### config.mk
export PLATFORM = sky130hd
export DESIGN_NAME = halfword_serializer_flat
export DESIGN_NICKNAME = d
export VERILOG_FILES = /design/src/rtl/halfword_serializer_pkg.sv /design/src/rtl/halfword_serializer_if.sv /design/src/rtl/halfword_serializer.sv /design/src/flat_wrapper.sv
export SDC_FILE = /design/constraint.sdc
export NUM_CORES = 1
export LEC_CHECK = 0
export CAP_MARGIN = 20
export CORE_MARGIN = 8
export CORE_UTILIZATION = 28
export CTS_CLUSTER_DIAMETER = 150
export DETAILED_ROUTE_END_ITERATION = 16
export GPL_TIMING_DRIVEN = 1
export PLACE_DENSITY = 0.65
export SLEW_MARGIN = 20
export SYNTH_ARGS = -nofsm -noshare
export SYNTH_HDL_FRONTEND = slang
export SYNTH_SLANG_ARGS = --single-unit
### constraint.sdc
create_clock -name clk -period 2.2 [get_ports clk]
set_input_delay 0.33 -clock clk [delete_from_list [all_inputs] [get_ports clk]]
set_output_delay 0.33 -clock clk [all_outputs]
set_load 0.01 [all_outputs]
### src/rtl/halfword_serializer_pkg.sv
// Purpose : shared constants and types for the halfword serializer slice.
// Contents: FSM state encodings, halfword/word widths, word/halfword types,
//           and the "fits in one beat" helper used by the serializer.
package halfword_serializer_pkg;

  localparam int HALF_W = 16;
  localparam int WORD_W = 32;

  // FSM state encodings
  localparam logic [1:0] ST_IDLE    = 2'd0;  // no word held
  localparam logic [1:0] ST_SEND_LO = 2'd1;  // low half presented
  localparam logic [1:0] ST_SEND_HI = 2'd2;  // high half presented

  typedef logic [WORD_W-1:0] word_t;
  typedef logic [HALF_W-1:0] half_t;

  // A word whose upper half is zero can be sent as a single beat.
  function automatic logic upper_is_zero(input word_t w);
    return (w[WORD_W-1:HALF_W] == '0);
  endfunction

endpackage

### src/rtl/halfword_serializer_if.sv
// Purpose : word-in / halfword-out valid-ready bundle for the serializer.
// Ports   : in_valid/in_ready/in_data (32-bit word stream),
//           out_valid/out_ready/out_data/out_hi/out_last (16-bit beat stream).
// Modports: slave = serializer view, master = producer/consumer (environment) view.
interface halfword_serializer_if;
  import halfword_serializer_pkg::*;

  logic  in_valid;
  logic  in_ready;
  word_t in_data;
  logic  out_valid;
  logic  out_ready;
  half_t out_data;
  logic  out_hi;
  logic  out_last;

  modport slave (
    input  in_valid, in_data, out_ready,
    output in_ready, out_valid, out_data, out_hi, out_last
  );

  modport master (
    output in_valid, in_data, out_ready,
    input  in_ready, out_valid, out_data, out_hi, out_last
  );

endinterface

### src/rtl/halfword_serializer.sv
// Purpose     : splits 32-bit words into 16-bit beats, low half first; optionally one beat for zero-upper words.
// Latency     : first beat valid 1 cycle after input transfer; 1 word per 1 or 2 cycles sustained.
// Backpressure: out_ready=0 freezes the presented beat; in_ready only opens on a last-beat transfer or in IDLE.
// Ports       : clk, rst_n (async active-low); bus (slave modport) carries both streams;
//               zcount = saturating count of words sent as a single beat.
module halfword_serializer
  import halfword_serializer_pkg::*;
#(
  parameter bit COMPRESS = 1'b1
) (
  input  logic                  clk,
  input  logic                  rst_n,
  halfword_serializer_if.slave  bus,
  output logic [HALF_W-1:0]     zcount
);

  logic [1:0]        state_q, state_d;
  word_t             word_q,  word_d;
  logic [HALF_W-1:0] zcount_q, zcount_d;

  logic  out_valid_c;
  logic  out_last_c;
  logic  out_hi_c;
  half_t out_data_c;
  logic  in_ready_c;
  logic  in_fire;
  logic  out_fire;

  // Outputs are a function of registered state only, so in_data never
  // reaches out_data combinationally and a stalled beat stays stable.
  always_comb begin
    out_valid_c = 1'b0;
    out_last_c  = 1'b0;
    out_hi_c    = 1'b0;
    out_data_c  = '0;
    case (state_q)
      ST_SEND_LO: begin
        out_valid_c = 1'b1;
        out_data_c  = word_q[HALF_W-1:0];
        out_last_c  = COMPRESS && upper_is_zero(word_q);
      end
      ST_SEND_HI: begin
        out_valid_c = 1'b1;
        out_data_c  = word_q[WORD_W-1:HALF_W];
        out_hi_c    = 1'b1;
        out_last_c  = 1'b1;
      end
      default: ;
    endcase
  end

  // Accept a new word when empty, or on the very edge the last beat leaves
  // so consecutive words stream without a bubble. Never looks at in_valid.
  always_comb begin
    in_ready_c = (state_q == ST_IDLE) || (out_last_c && bus.out_ready);
  end

  always_comb begin
    in_fire  = bus.in_valid && in_ready_c;
    out_fire = out_valid_c && bus.out_ready;

    state_d  = state_q;
    word_d   = word_q;
    zcount_d = zcount_q;

    case (state_q)
      ST_IDLE: begin
        if (in_fire) begin
          word_d  = bus.in_data;
          state_d = ST_SEND_LO;
        end
      end
      ST_SEND_LO: begin
        if (out_fire) begin
          if (!out_last_c) begin
            state_d = ST_SEND_HI;
          end else begin
            if (zcount_q != '1) begin
              zcount_d = zcount_q + 16'd1;
            end
            if (in_fire) begin
              word_d  = bus.in_data;
              state_d = ST_SEND_LO;
            end else begin
              state_d = ST_IDLE;
            end
          end
        end
      end
      ST_SEND_HI: begin
        if (out_fire) begin
          if (in_fire) begin
            word_d  = bus.in_data;
            state_d = ST_SEND_LO;
          end else begin
            state_d = ST_IDLE;
          end
        end
      end
      default: begin
        state_d = ST_IDLE;
      end
    endcase
  end

  always_ff @(posedge clk or negedge rst_n) begin
    if (!rst_n) begin
      state_q  <= ST_IDLE;
      word_q   <= '0;
      zcount_q <= '0;
    end else begin
      state_q  <= state_d;
      word_q   <= word_d;
      zcount_q <= zcount_d;
    end
  end

  assign bus.in_ready  = in_ready_c;
  assign bus.out_valid = out_valid_c;
  assign bus.out_data  = out_data_c;
  assign bus.out_hi    = out_hi_c;
  assign bus.out_last  = out_last_c;
  assign zcount        = zcount_q;

endmodule

### src/flat_wrapper.sv
// flat-port wrapper written by rule: the top's interface ports become plain ports
module halfword_serializer_flat import halfword_serializer_pkg::*;
#(
  parameter bit COMPRESS = 1'b1
)
  (clk, rst_n, zcount, bus_in_valid, bus_in_data, bus_out_ready, bus_in_ready, bus_out_valid, bus_out_data, bus_out_hi, bus_out_last);
  halfword_serializer_if bus_i ();
  input  logic clk;
  input  logic rst_n;
  output logic [HALF_W-1:0] zcount;
  input wire logic [$bits(bus_i.in_valid)-1:0] bus_in_valid;
  input wire logic [$bits(bus_i.in_data)-1:0] bus_in_data;
  input wire logic [$bits(bus_i.out_ready)-1:0] bus_out_ready;
  output wire logic [$bits(bus_i.in_ready)-1:0] bus_in_ready;
  output wire logic [$bits(bus_i.out_valid)-1:0] bus_out_valid;
  output wire logic [$bits(bus_i.out_data)-1:0] bus_out_data;
  output wire logic [$bits(bus_i.out_hi)-1:0] bus_out_hi;
  output wire logic [$bits(bus_i.out_last)-1:0] bus_out_last;
  assign bus_i.in_valid = bus_in_valid;
  assign bus_i.in_data = bus_in_data;
  assign bus_i.out_ready = bus_out_ready;
  assign bus_in_ready = bus_i.in_ready;
  assign bus_out_valid = bus_i.out_valid;
  assign bus_out_data = bus_i.out_data;
  assign bus_out_hi = bus_i.out_hi;
  assign bus_out_last = bus_i.out_last;
  halfword_serializer #(.COMPRESS(COMPRESS)) u_core (.clk(clk), .rst_n(rst_n), .bus(bus_i), .zcount(zcount));
endmodule
# Yosys cells after proc, flatten, opt, wreduce, memory -nomap -nowiden
# Index checks and enable logic that the tools add are counted.
# classes
addsub	1
n_eq_ne	7
mux	15
n_reduce_logical	11
# op_table
operator	count
32-bit 2-to-1 mux	4
32-bit one-hot mux with 3 select lines	1
16-bit one-hot mux with 2 select lines	1
16-bit by 1-bit adder with 16-bit output (second input constant)	1
16-bit zero test	1
16-bit inequality test (second input constant)	1
2-bit 2-to-1 mux	4
2-bit by 1-bit inequality test with 1-bit output (second input constant)	4
4-bit AND reduction	2
2-bit one-hot mux with 3 select lines	1
1-bit logical AND	3
1-bit 2-to-1 mux	3
3-bit AND reduction	1
3-bit nonzero test	1
2-bit by 1-bit == test with 1-bit output (second input constant)	1
2-bit == test (second input constant)	1
2-bit zero test	1
1-bit one-hot mux with 2 select lines	1
2-bit OR reduction	1
1-bit logical OR	1
# word_totals
regBits	50
inputBits	36
output_inout_bits	36
word_cells	37

# Longest topological paths before layout
# logic_depth
word_depth	9
mapped_depth	8
depth_no_buf	7

# Worst setup path before layout
# Ideal clock, no wire load.
# synth_timing
path_kind	register to register
start	register u_core.state_q[1]
end	register u_core.word_q[0]
setup_time_ns	0.125
arrival_ns	2.017
required_time_ns	2.075
path_slack_ns	0.058
path_stages_with_launch	9
n_path_buf	1
synth_period_minus_slack_ns	2.142
cell_sequence	dfrtp_1 > inv_1 > ha_1 > nor4b_2 > nand3_1 > o31ai_4 > o21ai_2 > buf_6 > mux2_4
# synth_via
elab_chain_len	9
elab_cells_between_ends	20
cone_classes	eq/ne: 5; mux: 7; reduce/logical: 8
# synth_lines
item	line_no	text
from (decl)	halfword_serializer.sv:17	logic [1:0] state_q, state_d;
from (signal assigned)	halfword_serializer.sv:112	state_q <= state_d;
2-bit == test / 2-bit by 1-bit == test with 1-bit output (equally long branches)	halfword_serializer.sv:36	case (state_q)
1-bit one-hot mux with 2 select lines	halfword_serializer.sv:36	
1-bit logical AND	halfword_serializer.sv:55	in_ready_c = (state_q == ST_IDLE) || (out_last_c && bus.out_ready);
1-bit logical OR *	halfword_serializer.sv:55	
via bus_in_ready	flat_wrapper.sv:14	output wire logic [$bits(bus_i.in_ready)-1:0] bus_in_ready;
1-bit logical AND *	halfword_serializer.sv:59	in_fire = bus.in_valid && in_ready_c;
32-bit 2-to-1 mux *	--	
32-bit 2-to-1 mux (2 in a row)	--	
32-bit one-hot mux with 3 select lines *	halfword_serializer.sv:66	case (state_q)
to (signal assigned)	halfword_serializer.sv:113	word_q <= word_d;
to (decl)	halfword_serializer.sv:18	word_t word_q, word_d;
# Mark *: on every way through the listed nets, which the timed path passes. The rest lies on a longest branch. The select of a mux whose other input is x is not followed.
# A chain may end at the register's enable or synchronous reset.

# Final worst setup path
# layout_timing
start	register u_core.state_q[1]
end	register u_core.word_q[3]
# layout_via
elab_chain_len	9
elab_cells_between_ends	20
cone_classes	eq/ne: 5; mux: 7; reduce/logical: 8
# layout_lines
item	line_no
2-bit == test / 2-bit by 1-bit == test with 1-bit output (equally long branches)	halfword_serializer.sv:36, halfword_serializer.sv:66
1-bit one-hot mux with 2 select lines	halfword_serializer.sv:36
1-bit logical AND	halfword_serializer.sv:55
1-bit logical OR	halfword_serializer.sv:55
1-bit logical AND	halfword_serializer.sv:59
32-bit 2-to-1 mux (3 in a row)	--
32-bit one-hot mux with 3 select lines	halfword_serializer.sv:66
# Parallel ways exist; a longest one is shown, timed or not. The select of a mux whose other input is x is not followed.

==> metrics.yaml <==
status:
  status: "complete, but fails checks"
  failed_checks: "setup timing"
critical_path:
  required_ps: 2380
  slowest_stage: "dfrtp_1"
  cp_max_fo: 9
  cp-startpoint: "u_core.state_q[1]"
  rr_startpoint: "u_core.state_q[1]"
  endpoint_kind: "register"
  r2r_setup_slack_ps: -30
  path_cells: "inv_2, ha_4, nor4b_4, nand3_2, buf_6, o31ai_4, buf_4, o21ai_4, buf_12, mux2_4"
  ff2ff_path_depth: 10
  start_kind: "register"
  slowest_delay_ps: 400
  critical_path_class: "register to register"
  worst_r2r_endpoint: "u_core.word_q[3]"
  cp_data_arrival_time_ps: 2420
clock_network:
  clock_latency_ps: 300
  root_buffer: "clkbuf_8"
  cts_inserted_buffers: 5
  clk_pin_slew_ps: 80
  cts_sinks: 50
  cts_tree: "built"
  clockBufferDepth: 2
  htreeDepth: 2
power:
  seqPwrFrac_pct: 31.7
  p_per_area_nw_per_um2: 1190
  clkPwrFrac_pct: 13.7
  power_switching_uw: 1600
  total_leakage_power_uw: 0.00179
  vdd_ir_drop_max_mv: 0.539
  power_uw: 4790
  switching_share_pct: 33.4
  intPower_uw: 3190
  pwr-share-comb_pct: 54.5
sta:
  fin_crit_ps: 2230
  final.setup_skew_ps: 7.49
  fmax_ghz: 0.448
  tightestPinTransition_ps: 576
  fin_crit_sh_pct: 102
  rsz0062_at_grt: "yes"
  finalHoldViolations: 0
  slew_viol_final: 0
  layout_setup_ws_ps: -33.7
  slew_headroom_pct: 61.6
  final-setup-viol-count: 26
synthesis:
  avgSynthCellArea_um2: 12.2
  synth.distinct_cells: 43
  yosysTopAreaCell: "dfrtp_1"
  yosysWarningCount: 0
  synthCells: 219
  synth.area.top_cells: "dfrtp_1, mux2_4, a22oi_1"
  synthesis.nets: 260
  synth_seq_cells: 50
  muxShareOfSynthArea_pct: 18.5
  synth_fa_ha_area_share_pct: 2.34
  synth_compound_area_share_pct: 8.81
  synthTopCellsByCount: "dfrtp_1, mux2_4, nor2b_1"
  synth-main-ff-cell: "dfrtp_1"
  synth_top_family_by_area: "multiplexers"
  synth_edf_count: 0
  ys_seq_area_share_pct: 46.8
  synthArstFlopShare_pct: 100
  syn_area_um2: 2670
  synth_simple_gate_area_share_pct: 15.2
  synth_top_area_share_pct: 46.8
  synth.most_common_cell: "dfrtp_1"
  synthXorXnorAreaFrac_pct: 4.59
job:
  drv_cap: 0
drt:
  drt_iter0_markers: 77
  ant_nets: 0
  drc_errors: 0
  routed_wl_mm: 7.24
  firstDrtPassIters: 4
  avgViaCountPerCell: 4.63
  vias: 2085
  post_drt_wl_per_cell_um: 16.1
grt:
  grt_overflow: 0
  grt_pass1_wl_mm: 11.9
  grt_max_degree: 26
  grt_use_total_pct: 11.4
  antenna_found_initial: 0
  grt_pass1_vias: 2382
place:
  dp_cells: 435
  dpl.hpwl_mm: 5.15
  gp_congestion: 0.754
  numPortBuffers: 71
die:
  num_rows: 35
  die_w_um: 114
  ioPinCount: 72
  core_area_um2: 9240
  die-area_um2: 12900
  start_util_pct: 28.9
  die_y_um: 114
layout:
  diodes: 0
  fillers: 880
  layout-drive-gt1-share_pct: 31.5
  area_delta_synth_final_pct: 50.9
  final_cells: 450
  fin_nets: 362
min_path:
  min_path_type: "primary input to asynchronous set/reset pin"
worst max-delay path: cells and delay by family (launching register included):
kind                     cells  cell delay (ps)
buffers and inverters        4              600
AND/OR/NAND/NOR              2              340
AO/OA/AOI/OAI                2              310
multiplexers                 1              290
adder cells (fa/ha/maj)      1              160
flip-flops                   1              400
stage by stage:
stage               setup WS [ps]  utilization, %  cell area (µm²)  setup TNS [ps]  hold slack, ps
floorplan                    57.7               -             2670               0            34.4
global placement             -128            40.2             3710           -3700             363
global route                 -139            43.6             4030           -4390            56.9
detailed placement           -161            40.2             3710           -4500             366
finish                      -33.7            43.6             4030            -636            20.7
CTS                          1.33            42.2             3900               0            32.6
cell families after synthesis:
logic type      Yosys count
fa+ha+maj                 5
compound gates           30
xor+xnor                 14
simple gates             67
flops                    50
buf+inv                  19
mux                      34
power groups by stage:
| stage | clock (µW) | combinational (µW) | sequential [µW] |
|---|---|---|---|
| final | 658 | 2610 | 1520 |
| after detailed placement | 0 | 2380 | 1510 |
| after floorplan | 0 | 1450 | 1460 |
| after CTS | 682 | 2470 | 1510 |
| after global placement | 0 | 2340 | 1500 |
| after global routing | 729 | 2810 | 1570 |
repair_timing:
item	CTS	global route
buffers inserted	4	2
gates resized for setup	42	13
cloned	0	2
pin swaps	3	4
hold buffers	0	0
endpoints found under the setup margin	51	48
hold endpoints to repair	0	0
registers in the layout, indices dropped and copies added, names as in the netlist:
name	cells
u_core.zcount	16
u_core.state_q	2
u_core.word_q	32
area by class of cell:
class | count | area [µm²] | share of cell area, %
Inverter | 6 | 22.5 | 0.559
Tap cell | 129 | 161 | 4.00
Multi-Input combinational cell | 150 | 1430 | 35.6
Clock buffer | 6 | 82.6 | 2.05
Sequential cell | 50 | 1250 | 31.0
Timing Repair Buffer | 108 | 1050 | 26.0
Clock inverter | 1 | 30.0 | 0.745
worst max-delay path by stage:
stage,to,slack [ps],cells after the start
6_report,u_core.word_q[3],-30,10
5_1_grt,u_core.word_q[10],-140,10
4_1_cts,u_core.zcount[1],1,11
3_5_place_dp,u_core.word_q[7],-160,8
3_3_place_gp,u_core.word_q[12],-130,8
2_1_floorplan,u_core.word_q[0],60,8
layout by cell type (no fill, tap or decap), types with 2 or more instances in the layout:
master,instances
xnor2_1,11
buf_12,4
mux2_4,30
inv_1,4
dlygate4sd2_1,14
nor2b_1,17
xor2_1,3
nor3_1,3
and4_1,2
inv_2,2
dfrtp_1,50
nand2_1,4
nor4_1,3
clkdlybuf4s50_1,51
ha_4,3
nor2_1,5
buf_2,3
nand3_1,4
buf_6,4
buf_4,27
nand4_1,13
mux2_2,4
a22oi_1,16
and3_1,3
ha_1,2
clkdlybuf4s15_1,2
clkbuf_8,6
metal layers:
metal  global-route usage (%)  wire length (µm)  vias up
met5                        0                 0        -
met4                     2.93                78        0
met3                     3.86               466        8
met2                     19.2              3650       56
met1                     13.5              3050     1020
li1                         -                 -     1001
(Power assumes the default switching activity.)
